File: src/rtl/if_pipe_reg.sv
// IF/ID pipeline register with valid/ready handshake, flush and a 2-entry skid buffer.
// Optional stall counter output enabled by defining IF_PIPE_REG_STALL_CNT_EN.
module if_pipe_reg #(
  parameter int unsigned      PC_W      = 32,
  parameter int unsigned      INSTR_W   = 32,
  parameter logic [PC_W-1:0]    RESET_PC  = '0,
  parameter logic [INSTR_W-1:0] NOP_INSTR = '0
`ifdef IF_PIPE_REG_STALL_CNT_EN
  ,
  parameter int unsigned      CNT_W     = 16
`endif
) (
  input  logic               clk,
  input  logic               rst,
  input  logic               freeze,
  input  logic               flush,
  input  logic               in_valid,
  input  logic [PC_W-1:0]    pc_in,
  input  logic [INSTR_W-1:0] instr_in,
  output logic               in_ready,
  input  logic               out_ready,
  output logic               out_valid,
  output logic [PC_W-1:0]    pc,
  output logic [INSTR_W-1:0] instruction
`ifdef IF_PIPE_REG_STALL_CNT_EN
  ,
  output logic [CNT_W-1:0]   stall_cnt
`endif
);

  typedef enum logic [1:0] {
    EMPTY = 2'd0,
    ONE   = 2'd1,
    TWO   = 2'd2
  } state_e;

  state_e             state_q, state_d;
  logic [PC_W-1:0]    main_pc_q, main_pc_d;
  logic [INSTR_W-1:0] main_instr_q, main_instr_d;
  logic [PC_W-1:0]    skid_pc_q, skid_pc_d;
  logic [INSTR_W-1:0] skid_instr_q, skid_instr_d;
  logic               in_ready_q, in_ready_d;
  logic               out_valid_q, out_valid_d;
  logic               accept;
  logic               drain;

  assign accept = in_valid & in_ready_q;
  assign drain  = out_valid_q & out_ready & ~freeze;

  always_comb begin
    // NOTE: every signal gets a default before any branch so no path leaves
    // one unassigned, which would otherwise infer a latch.
    state_d      = state_q;
    main_pc_d    = main_pc_q;
    main_instr_d = main_instr_q;
    skid_pc_d    = skid_pc_q;
    skid_instr_d = skid_instr_q;

    if (flush) begin
      // Held entries and any same-cycle accept are squashed; pc is left as is.
      state_d      = EMPTY;
      main_instr_d = NOP_INSTR;
    end else begin
      unique case (state_q)
        EMPTY: begin
          if (accept) begin
            main_pc_d    = pc_in;
            main_instr_d = instr_in;
            state_d      = ONE;
          end
        end
        ONE: begin
          if (accept && drain) begin
            main_pc_d    = pc_in;
            main_instr_d = instr_in;
          end else if (accept) begin
            skid_pc_d    = pc_in;
            skid_instr_d = instr_in;
            state_d      = TWO;
          end else if (drain) begin
            main_instr_d = NOP_INSTR;
            state_d      = EMPTY;
          end
        end
        TWO: begin
          if (drain) begin
            main_pc_d    = skid_pc_q;
            main_instr_d = skid_instr_q;
            state_d      = ONE;
          end
        end
        default: state_d = EMPTY;
      endcase
    end

    // Handshake outputs are registered from the next state so in_ready never
    // sees out_ready combinationally.
    in_ready_d  = (state_d != TWO);
    out_valid_d = (state_d != EMPTY);
  end

  always_ff @(posedge clk) begin
    // NOTE: sequential state uses non-blocking assignments so every flop
    // samples pre-edge values regardless of statement order.
    if (rst) begin
      state_q      <= EMPTY;
      main_pc_q    <= RESET_PC;
      main_instr_q <= NOP_INSTR;
      skid_pc_q    <= RESET_PC;
      skid_instr_q <= NOP_INSTR;
      in_ready_q   <= 1'b1;
      out_valid_q  <= 1'b0;
    end else begin
      state_q      <= state_d;
      main_pc_q    <= main_pc_d;
      main_instr_q <= main_instr_d;
      skid_pc_q    <= skid_pc_d;
      skid_instr_q <= skid_instr_d;
      in_ready_q   <= in_ready_d;
      out_valid_q  <= out_valid_d;
    end
  end

  assign in_ready    = in_ready_q;
  assign out_valid   = out_valid_q;
  assign pc          = main_pc_q;
  assign instruction = main_instr_q;

`ifdef IF_PIPE_REG_STALL_CNT_EN
  logic [CNT_W-1:0] stall_cnt_q, stall_cnt_d;

  // Counts cycles an entry waits at decode; saturates and survives flush.
  always_comb begin
    stall_cnt_d = stall_cnt_q;
    if (out_valid_q && !drain && (stall_cnt_q != '1)) begin
      stall_cnt_d = stall_cnt_q + CNT_W'(1);
    end
  end

  always_ff @(posedge clk) begin
    if (rst) begin
      stall_cnt_q <= '0;
    end else begin
      stall_cnt_q <= stall_cnt_d;
    end
  end

  assign stall_cnt = stall_cnt_q;
`endif

endmodule

File: config.mk
export PLATFORM = sky130hd
export DESIGN_NAME = if_pipe_reg
export DESIGN_NICKNAME = d
export VERILOG_FILES = /design/src/rtl/if_pipe_reg.sv
export SDC_FILE = /design/constraint.sdc
export NUM_CORES = 1
export LEC_CHECK = 0
export BUFFER_PORTS_ARGS = -buffer_cell sky130_fd_sc_hd__buf_2
export CELL_PAD_IN_SITES_DETAIL_PLACEMENT = 1
export CELL_PAD_IN_SITES_GLOBAL_PLACEMENT = 1
export CORE_MARGIN = 2
export CORE_UTILIZATION = 35
export DETAILED_ROUTE_END_ITERATION = 7
export MAX_ROUTING_LAYER = met4
export PLACE_DENSITY_LB_ADDON = 0.1
export SYNTH_ARGS = -nofsm -noshare
export SYNTH_HDL_FRONTEND = slang
export SYNTH_SLANG_ARGS = --single-unit
File: constraint.sdc
create_clock -name clk -period 1.9 [get_ports clk]
set_clock_uncertainty 0.2 [all_clocks]
set_input_delay 0.095 -clock clk [delete_from_list [all_inputs] [get_ports clk]]
set_output_delay 0.095 -clock clk [all_outputs]
set_load 0.02 [all_outputs]
==> results.md, run 1 <==
- CP Data Required Time: a little over 2000 ps
- Total number of yosys warnings: 0
- Core Rows: 44
- Quantity of I/O buffers inserted on ports: 135
- Area of the multi-input gates: between 2000 and 2500 um^2
- Number of I/O pins: 136
- Async set-reset flop share out of synthesis: 0%
- Mean Syn Cell Area: approximately 8.7 um^2
- Routed vias/inst: roughly 5.3
- Family of cells with the greatest summed delay on the critical path: compound AO/OA/AOI/OAI gates
- Total negative slack: -7740 ps
- TritonCTS sink count: 132
- Cell total after placement: ~890
- Wire length of the first global-routing pass: about 29 mm
- Endpoint type of the worst setup path: register
- Portion of synthesized cell area occupied by the leading cell type: 50.0%
- Via count: roughly 5300
- Violations in the final reports: negative setup slack
- Worst Hold Class: in2reg
- Clock buffers created by TritonCTS: 17
- Worst setup margin: -148 ps
- Most common library cells after synthesis: sky130_fd_sc_hd__dfxtp_1, sky130_fd_sc_hd__nand2_1, sky130_fd_sc_hd__a21oi_1
- Syn Nets: 679
- Remaining routing DRC violations: 0
- Portion of total power attributed to sequential cells: roughly two fifths
- CTS H-tree lvls: 4
- Storage cell area: ~2600 um^2
- Initial Util: 36.1%
- Post-route non-filler standard cell count: 1006
- Sw power: 1.79 mW
- Antenna violations before repair: 0
- Hold Crit Endpoint: skid_instr_q[29]
- Portion of the clock cycle consumed by the worst path in the final layout: 108%
- Clock tree buffer depth: 2
- Synthesized instance count: 605
- Clock network power share: between 40% and 50%
- Count of maximum capacitance violations: 0
- Share of synthesized area occupied by flip-flops and latches: roughly 50%
- Least-Margin Pin Slew: between 1000 and 1500 ps
- Clock period minus final worst setup slack: 2050 ps
- Average wire length per cell after detail routing: roughly 19 um
- Iteration count of the initial detailed-routing pass: 5
- Worst path slowest cell: sky130_fd_sc_hd__a221oi_4
- Count of pins over their slew limit: 0
- Core box area: between 10000 and 15000 um^2
- Detail Placement HPWL: a little over 10 mm
- Number of diodes: 0
- Reg-to-Reg End: instruction[17]
- CTS tree: done
- Synthesis-to-layout area growth: 49.8%
- Slew Limit Headroom: 12.8%
- Chip height: about 130 um
- Clock Tree Root: sky130_fd_sc_hd__clkbuf_16
- Vias in the first global route: between 5000 and 6000
- Die area: about 16000 um^2
- Total overflow reported by the global router: 0
- Most used standard cell by instance count after synthesis: sky130_fd_sc_hd__dfxtp_1
- Hold WS: between 60 and 70 ps
- Clock transition time at the flip-flop clock pins of the worst setup and hold paths: 50 ps
- Largest cells by area after synthesis: sky130_fd_sc_hd__dfxtp_1, sky130_fd_sc_hd__a21oi_1, sky130_fd_sc_hd__nand2_1, sky130_fd_sc_hd__mux2i_1, sky130_fd_sc_hd__a22oi_1
- Path depth of the worst reg2reg path: 8
- DIE WIDTH: between 100 and 150 um
- Pre-CTS WS: -175 ps
- Nets@finish: a little under 900
- Post-synthesis sequential element count: roughly 130
- Setup violations, final: 65
- Maximum fanout count along the critical path: 8
- Final routed wirelength across all metal layers: a little under 20 mm
- Class of the most critical setup path: reg2reg
- Hold Fails Final Rpt: 0
- PwrDens: between 900 and 1000 nW/um^2
- Instance count along the most critical hold path: 3
- F_max: a little under 500 MHz
- Dominant synthesized flop cell: sky130_fd_sc_hd__dfxtp_1
- Longest individual stage delay on the worst path: between 300 and 400 ps
- DRT antenna net count: 0
- Logic pwr share: between 10% and 20%
- Cells along the critical path: buf_6, ha_4, or2_4, a221oi_4, buf_6, clkbuf_16, o21ai_0, a21oi_1
- RSZ-0062 raised after global routing: yes
- Internal power consumption: between 5 and 6 mW
- GR Util All Layers: 22.9%
- Startpoint of the worst hold path: rst
- Fillers: between 1500 and 2000
- Clock insertion delay at the later pin of the skew report: roughly 400 ps
- Fraction of final layout cells with drive strength greater than 1: between 20 and 30%
- Outcome: finished, violations left
- Top cell by count, worst path: sky130_fd_sc_hd__buf_6
- Final GP Congestion: approximately 0.77
- Cell area after synthesis: roughly 5300 um^2
- Worst r2r src: state_q[1]
- Setup slack, reg-to-reg: -150 ps
- Largest voltage drop on the vdd net: ~0.57 mV
- Dominant cell type by area after synthesis: sky130_fd_sc_hd__dfxtp_1
- Arrival @ worst endpoint: roughly 2200 ps
- Buffering stage count on the worst path with inverters included: 3
- First-iteration detailed-routing DRC count: around 230
- Number of unique standard cell types used by synthesis: 36
- Fraction of power spent switching nets: 24.6%
- Largest net degree at the start of global routing: 90
- Setup crit start kind: register
- Number of enable flip-flop cells after synthesis: 0
- Leakage: roughly 3.1 nW
-- cells by family (layout without fill, tap and decap cells) --
family	after synthesis	count (layout)	synth area share [%]
AOI/OAI and AO/OA	234	234	26.2
and+or+nand+nor	146	146	11.4
DFF	132	132	50.0
buffers and inverters	56	273	5.14
muxes	32	32	6.06
adders and majority gates	5	5	1.14
-- stage by stage --
| stage | instance area (um^2) | util (%) | total power [mW] |
|---|---|---|---|
| after floorplan | 5310 | - | 3.51 |
| after global placement | 6280 | 42.9 | 3.82 |
| after detailed placement | 6280 | 42.9 | 3.85 |
| after CTS | 7640 | 52.2 | 7.26 |
| after global routing | 7920 | 54.0 | 7.60 |
| final | 7920 | 54.0 | 7.28 |
-- what timing repair did --
action                                 4_1_cts  5_1_grt
setup buffers                                3        6
setup endpoints to repair                  122      131
cloned                                       2        7
hold buffers                                66        0
resized for setup                           11       22
pin swaps                                    5        6
endpoints found under the hold margin      131        0
-- how the worst max path moves through the flow --
| stage | from | end | slack (ps) | cells past startpoint |
|---|---|---|---|---|
| final | state_q[1] | instruction[17] | -150 | 8 |
| after global routing | out_valid | instruction[5] | -230 | 7 |
| after CTS | state_q[1] | instruction[2] | -90 | 7 |
| after detailed placement | state_q[1] | instruction[18] | -180 | 7 |
| after global placement | state_q[1] | instruction[20] | -110 | 7 |
| after floorplan | state_q[0] | instruction[0] | -70 | 8 |
-- area by class of cell --
class / count / area share, %
clock buffers: 25 / 6.51
clock inverters: 4 / 0.885
multi-input cells: 417 / 31.4
well taps: 184 / 2.91
inverters: 2 / 0.0948
flip-flops and latches: 132 / 33.4
repair buffers: 242 / 24.7
-- routing by layer --
metal / track usage (%) / vias to the layer above / part of all wire [%]
met5: - / - / 0
met4: 5.37 / 0 / 1.1
met3: 5.90 / 15 / 4.5
met2: 39.8 / 128 / 52
met1: 26.4 / 2625 / 43
li1: - / 2558 / -
-- power by group through the flow --
stage	Sequential [mW]	Clock, mW	Combinational, mW
3_3_place_gp	3.01	0	0.818
4_1_cts	2.95	3.32	0.988
6_report	2.95	3.24	1.09
5_1_grt	2.97	3.46	1.17
2_1_floorplan	3.12	0	0.383
3_5_place_dp	3.01	0	0.840
-- cell usage in the layout, fill, tap and decap left out, drive strengths merged --
cell type    count
inv              2
o21a             1
o211ai           1
nand2          129
a41oi            1
and3             1
nor2             1
and3b            1
a21oi          128
a221oi           1
or3              1
clkinv           2
dfxtp          132
ha               4
a22o             1
o21ai           33
nand4            1
mux2i           32
a22oi           34
dlygate4sd3     66
nand3            1
clkbuf          31
or2              2
buf            170
nand4bb          1
bufinv           2
and2             3
nor3             3
a211oi          34
maj3             1
nand3b           1
or4b             1
-- flip-flops by register name, summed over array words and instances (netlist names) --
signal        cells
skid_pc_q        32
skid_instr_q     32
instruction      32
in_ready          1
out_valid         1
state_q           2
pc               32
-- worst register-to-register path: cells and delay by family, from the launching register on --
family	cells	cell delay, ps
AO/OA/AOI/OAI	3	590
AND/OR/NAND/NOR	1	240
buffers and inverters	3	460
flip-flops	1	320
adder cells (fa/ha/maj)	1	170
(Power assumes the default switching activity.)
==> run 2: changes to the inputs <==
PLACE_DENSITY = 0.83   (was default)
PLACE_DENSITY_LB_ADDON = default   (was 0.1)
==> run 2 against run 1 <==
Critical endpoint is now instruction[15]. Cell count is 1.9% higher. Register-to-register slack lost 160 ps. Via count rose by 9.7%. The run still ends with negative setup slack left. Global-route usage is 4.2 points higher. First-iteration DRC count grew 66%. Non-clock buffer count rose by 17. Die area is the same. Utilization rose by 3.1 points. Highest routed layer unchanged.
==> results.md, run 2 (same netlist as run 1, synthesis figures left out) <==
- Routed length on met3: 1.32 mm
- Most frequent standard cell in the layout excluding fill and tap cells: sky130_fd_sc_hd__buf_2
- Via count: approximately 5800
- CTS tree: done
- Buffering stage count on the worst path with inverters included: 3
- Count of pins over their slew limit: 0
- Core box area: approximately 15000 um^2
- Cell total after placement: 898
- TritonCTS sink count: approximately 130
- Routed length on met2: 12.3 mm
- Count of maximum capacitance violations: 0
- Core Rows: 44
- Fraction of final layout cells with drive strength greater than 1: 34.1%
- Remaining routing DRC violations: 0
- DRT antenna net count: 0
- Worst path slowest cell: sky130_fd_sc_hd__dfxtp_2
- Quantity of I/O buffers inserted on ports: between 100 and 150
- Largest net degree at the start of global routing: 60
- Total overflow reported by the global router: 0
- Largest voltage drop on the vdd net: between 0.7 and 0.8 mV
- PwrDens: roughly 900 nW/um^2
- Vias in the first global route: between 6000 and 7000
- Clock tree buffer depth: 2
- Post-route non-filler standard cell count: a little over 1000
- Clock transition time at the flip-flop clock pins of the worst setup and hold paths: ~60 ps
- Nets@finish: approximately 900
- Outcome: finished, violations left
- F_max: 453 MHz
- Worst setup margin: -308 ps
- Portion of the clock cycle consumed by the worst path in the final layout: 116%
- Final routed wirelength across all metal layers: around 23 mm
- Antenna violations before repair: 0
- Violations in the final reports: negative setup slack
- Hold WS: 103 ps
- Fillers: ~1600
- Clock buffers created by TritonCTS: 17
- Number of diodes: 0
- Chip height: 127 um
- Detail Placement HPWL: approximately 11 mm
- Class of the most critical setup path: reg2reg
- Wire length of the first global-routing pass: about 33 mm
- Worst Hold Class: in2reg
- Storage cell area: approximately 2600 um^2
- RSZ-0062 raised after global routing: yes
- Leakage: ~3.3 nW
- Slew Limit Headroom: 49.7%
- Final GP Congestion: 0.802
- Synthesis-to-layout area growth: 58.5%
- Setup crit start kind: register
- Number of I/O pins: 136
- Cells along the critical path: inv_2, ha_4, or2_4, a221oi_4, buf_12, buf_12, o21ai_1, a21oi_1
- Routed vias/inst: about 5.7
- Clock Tree Root: sky130_fd_sc_hd__clkbuf_16
- Initial Util: approximately 36%
- Die area: around 16000 um^2
- Clock period minus final worst setup slack: 2210 ps
- CTS H-tree lvls: 4
- Maximum fanout count along the critical path: 8
- Met1 wire length: between 8 and 9 mm
- Longest individual stage delay on the worst path: approximately 360 ps
- Clock insertion delay at the later pin of the skew report: roughly 420 ps
- Utilization of the core after routing: 57.2%
- DIE WIDTH: between 100 and 150 um
- Setup violations, final: 110
- Total negative slack: -7850 ps
- Family of cells with the greatest summed delay on the critical path: compound AO/OA/AOI/OAI gates
- Iteration count of the initial detailed-routing pass: 6
- Arrival @ worst endpoint: 2310 ps
- First-iteration detailed-routing DRC count: approximately 380
- GR Util All Layers: between 20% and 30%
- Top cell by count, worst path: sky130_fd_sc_hd__buf_12
- Least-Margin Pin Slew: 754 ps
- Top layer reached by signal wires: met4
- CP Data Required Time: approximately 2000 ps
- Most used cells in the layout excluding fill and tap cells: sky130_fd_sc_hd__buf_2, sky130_fd_sc_hd__dfxtp_1, sky130_fd_sc_hd__nand2_1
- Hold Fails Final Rpt: 0
- Area of the multi-input gates: about 2700 um^2
- Endpoint type of the worst setup path: register
- Average wire length per cell after detail routing: 22.3 um
-- run 2: changes by cell type in the layout (fill, tap and decap cells not counted), sizes merged --
cell / change
buf: +16
bufbuf: +2
clkbuf: +2
bufinv: -1
-- run 2: final timing paths --
kind                                  startpoint                to  slack, ps  depth (start not counted)
worst max-delay path                  state_q[1]   instruction[15]       -310                          8
worst min-delay path                         rst  skid_instr_q[16]        100                          3
worst max register to register        state_q[1]   instruction[15]       -310                          8
worst min register to register  skid_instr_q[27]  skid_instr_q[27]        260                          2
-- run 2: power by group --
| part | leakage [nW] | internal [mW] | total [mW] | switching [mW] |
|---|---|---|---|---|
| Clock | 0.286 | 2.04 | 3.24 | 1.21 |
| Sequential | 1.08 | 2.89 | 2.97 | 0.0841 |
| Combinational | 1.90 | 0.591 | 1.28 | 0.694 |
-- run 2: per-layer routing --
metal / GRT usage [%] / up-vias
met5: - / -
met4: 10.7 / 0
met3: 4.89 / 54
met2: 47.0 / 270
met1: 31.1 / 2914
li1: - / 2607
-- run 2: metrics by stage --
| stage | total power, mW | cell area [um^2] | setup WS [ps] |
|---|---|---|---|
| floorplan | 3.51 | 5310 | -66.0 |
| global placement | 3.81 | 6300 | -42.5 |
| detailed placement | 3.85 | 6300 | -139 |
| CTS | 7.33 | 8050 | -64.2 |
| global route | 7.75 | 8370 | -333 |
| finish | 7.50 | 8370 | -308 |
-- run 2: repair_timing --
item	4_1_cts	5_1_grt
buffers inserted	12	4
hold endpoints to repair	132	0
resized for setup	49	35
pin swaps	33	12
hold buffers	66	0
cloned	8	6
endpoints found under the setup margin	129	131
-- run 2: final cells by class --
type / instances / area share (%)
multi-input cells: 417 / 31.7
well taps: 184 / 2.75
clock inverters: 3 / 0.478
repair buffers: 259 / 26.9
flip-flops and latches: 132 / 31.6
clock buffers: 28 / 6.41
inverters: 2 / 0.120
-- run 2: worst register-to-register path, cell delays in order, from the launching register on --
cell and delay, ps:
sky130_fd_sc_hd__dfxtp_2 360, sky130_fd_sc_hd__inv_2 70, sky130_fd_sc_hd__ha_4 180, sky130_fd_sc_hd__or2_4 270
sky130_fd_sc_hd__a221oi_4 290, sky130_fd_sc_hd__buf_12 180, sky130_fd_sc_hd__buf_12 130, sky130_fd_sc_hd__o21ai_1 90
sky130_fd_sc_hd__a21oi_1 320
==> run 3: changes to the inputs <==
CORE_UTILIZATION = 39   (was 35)
HOLD_SLACK_MARGIN = 0.12   (was default)
PLACE_DENSITY = 0.87   (was 0.83)
clock period = 2.17 ns   (was 1.9 ns; I/O delays follow)
==> run 3 against run 2 <==
The flow now finishes without violations. Register-to-register slack better by 360 ps. Clock power down 7.7%. Routed wire length down 13%. Critical path depth down 1. Cell area down 9.6%. First-iteration DRC count up 11%. Global-route usage up 1.1 points. Worst hold slack better by 110 ps. Via count down 4.7%. Worst setup slack better by 360 ps.
==> results.md, run 3 (same netlist as run 1, synthesis figures left out) <==
- CP Data Required Time: 2210 ps
- Clock insertion delay at the later pin of the skew report: 410 ps
- Wire length of the first global-routing pass: ~31 mm
- Worst path slowest cell: sky130_fd_sc_hd__or3_2
- Setup violations, final: 0
- Antenna violations before repair: 0
- Die area: 14500 um^2
- Met2 routing resource usage after global routing: 50.6%
- Clock transition time at the flip-flop clock pins of the worst setup and hold paths: 60 ps
- Fillers: between 1500 and 2000
- Total Power Consumption: between 6 and 7 mW
- Cells along the critical path: inv_1, ha_2, nand3_1, or3_2, buf_12, nand2_1, a21oi_1
- Arrival @ worst endpoint: roughly 2200 ps
- Outcome: completed
- Initial Util: 39.9%
- Remaining routing DRC violations: 0
- Worst Hold Class: in2reg
- Average wire length per cell after detail routing: roughly 20 um
- Largest voltage drop on the vdd net: between 0.6 and 0.7 mV
- Leakage: ~3 nW
- Final routed wirelength across all metal layers: between 20 and 25 mm
- Slew Limit Headroom: 27.4%
- CTS H-tree lvls: 4
- Routed vias/inst: 5.67
- Quantity of I/O buffers inserted on ports: 135
- Total overflow reported by the global router: 0
- Global-route track usage on met1: a little under a third
- PwrDens: 859 nW/um^2
- Most used cells in the layout excluding fill and tap cells: sky130_fd_sc_hd__buf_2, sky130_fd_sc_hd__dfxtp_1, sky130_fd_sc_hd__nand2_1
- Most heavily used metal layer in global routing: met2
- Longest individual stage delay on the worst path: around 470 ps
- Endpoint type of the worst setup path: register
- Core box area: roughly 13000 um^2
- DIE WIDTH: 120 um
- Clock buffers created by TritonCTS: 17
- Reg-to-Reg End: skid_pc_q[3]
- Clock period minus final worst setup slack: 2110 ps
- Count of pins over their slew limit: 0
- Nets@finish: a little under 900
- Path depth of the worst reg2reg path: 7
- Number of diodes: 0
- Setup crit start kind: register
- Chip height: 120 um
- Core Rows: 42
- Worst r2r src: state_q[1]
- Portion of the clock cycle consumed by the worst path in the final layout: 97.4%
- Most frequent standard cell in the layout excluding fill and tap cells: sky130_fd_sc_hd__buf_2
- Iteration count of the initial detailed-routing pass: 4
- Number of I/O pins: around 140
- Instance count along the most critical hold path: 7
- GR Util All Layers: approximately 28%
- TritonCTS sink count: about 130
- Synthesis-to-layout area growth: 43.3%
- Fraction of final layout cells with drive strength greater than 1: between 20% and 30%
- First-iteration detailed-routing DRC count: 422
- Hold Crit Endpoint: skid_instr_q[0]
- Setup slack, reg-to-reg: approximately 56 ps
- RSZ-0062 raised after global routing: yes
- Startpoint of the worst hold path: in_valid
- CTS tree: done
- Largest net degree at the start of global routing: 97
- Maximum fanout count along the critical path: 48
- F_max: 473 MHz
- Final GP Congestion: slightly below 0.9
- Total negative slack: 0 ps
- Detail Placement HPWL: roughly 11 mm
- Vias in the first global route: between 5000 and 6000
- Hold Fails Final Rpt: 0
- Least-Margin Pin Slew: around 1100 ps
- Count of maximum capacitance violations: 0
- Class of the most critical setup path: reg2reg
- Via count: 5570
- Clock Tree Root: sky130_fd_sc_hd__clkbuf_16
- Met3 track utilization from global routing: just under 6%
- Clock tree buffer depth: 2
- DRT antenna net count: 0
[run 3: changes by cell type in the layout (fill, tap and decap cells not counted), moves of 6 or more]
cell	delta
sky130_fd_sc_hd__a21oi_1	+22
sky130_fd_sc_hd__buf_12	-8
sky130_fd_sc_hd__buf_6	-6
sky130_fd_sc_hd__a21oi_2	-22
sky130_fd_sc_hd__a211oi_1	+15
sky130_fd_sc_hd__buf_4	-10
sky130_fd_sc_hd__a211oi_2	-15
[run 3: worst max path at each step]
stage                     startpoint              end  slack [ps]  depth (start not counted)
after floorplan           state_q[0]   instruction[0]         100                          7
after global placement    state_q[1]  instruction[20]         150                          7
after detailed placement  state_q[1]  instruction[17]         -20                          7
after CTS                 state_q[0]  instruction[25]          20                          8
after global routing      state_q[0]            pc[3]         -40                          8
final                     state_q[1]     skid_pc_q[3]          60                          7
[run 3: where the power goes]
group	total (mW)	leakage, nW	internal [mW]	switching, mW
combinational	0.906	1.58	0.388	0.518
sequential	2.60	1.08	2.53	0.0698
clock	2.99	0.295	1.96	1.03
total	6.50	2.95	4.88	1.62
[run 3: critical path: cells and delay by family (launching register included)]
family                     cells  cell delay [ps]
adders and majority gates      1              250
AOI/OAI and AO/OA              1               80
DFF                            1              350
and+or+nand+nor                3              700
buffers and inverters          2              330
[run 3: per-stage QoR]
stage	worst slack (ps)	std cells	utilization [%]	cell area (um^2)	hold slack, ps
2_1_floorplan	100	605	-	5280	44.5
3_3_place_gp	145	878	46.4	6150	160
3_5_place_dp	-18.9	878	46.4	6150	170
4_1_cts	16.2	979	56.6	7500	210
5_1_grt	-37.2	983	57.2	7570	247
6_report	55.7	983	57.2	7570	217
[run 3: timing repair]
item                                    4_1_cts  5_1_grt
endpoints found under the setup margin       21       39
gates resized for setup                       7        5
pin swaps                                     1        2
hold buffers                                 66        0
gates cloned                                  2        1
setup buffers                                 2        3
endpoints found under the hold margin       132        0
[run 3: metal layers]
layer  up-vias  part of all wire, %
met2       184                   53
met4         0                  2.0
met3        40                  4.4
li1       2529                    -
met5         -                    0
met1      2817                   40
[run 3: layout make-up]
| cell class | instances | area, um^2 | share of cell area, % |
|---|---|---|---|
| multi-input combinational | 417 | 2410 | 31.9 |
| sequential | 132 | 2650 | 34.9 |
| timing repair buffer | 225 | 1680 | 22.1 |
| inverter | 2 | 7.51 | 0.0992 |
| tap | 176 | 220 | 2.91 |
| clock buffer | 28 | 517 | 6.83 |
| clock inverter | 3 | 90.1 | 1.19 |
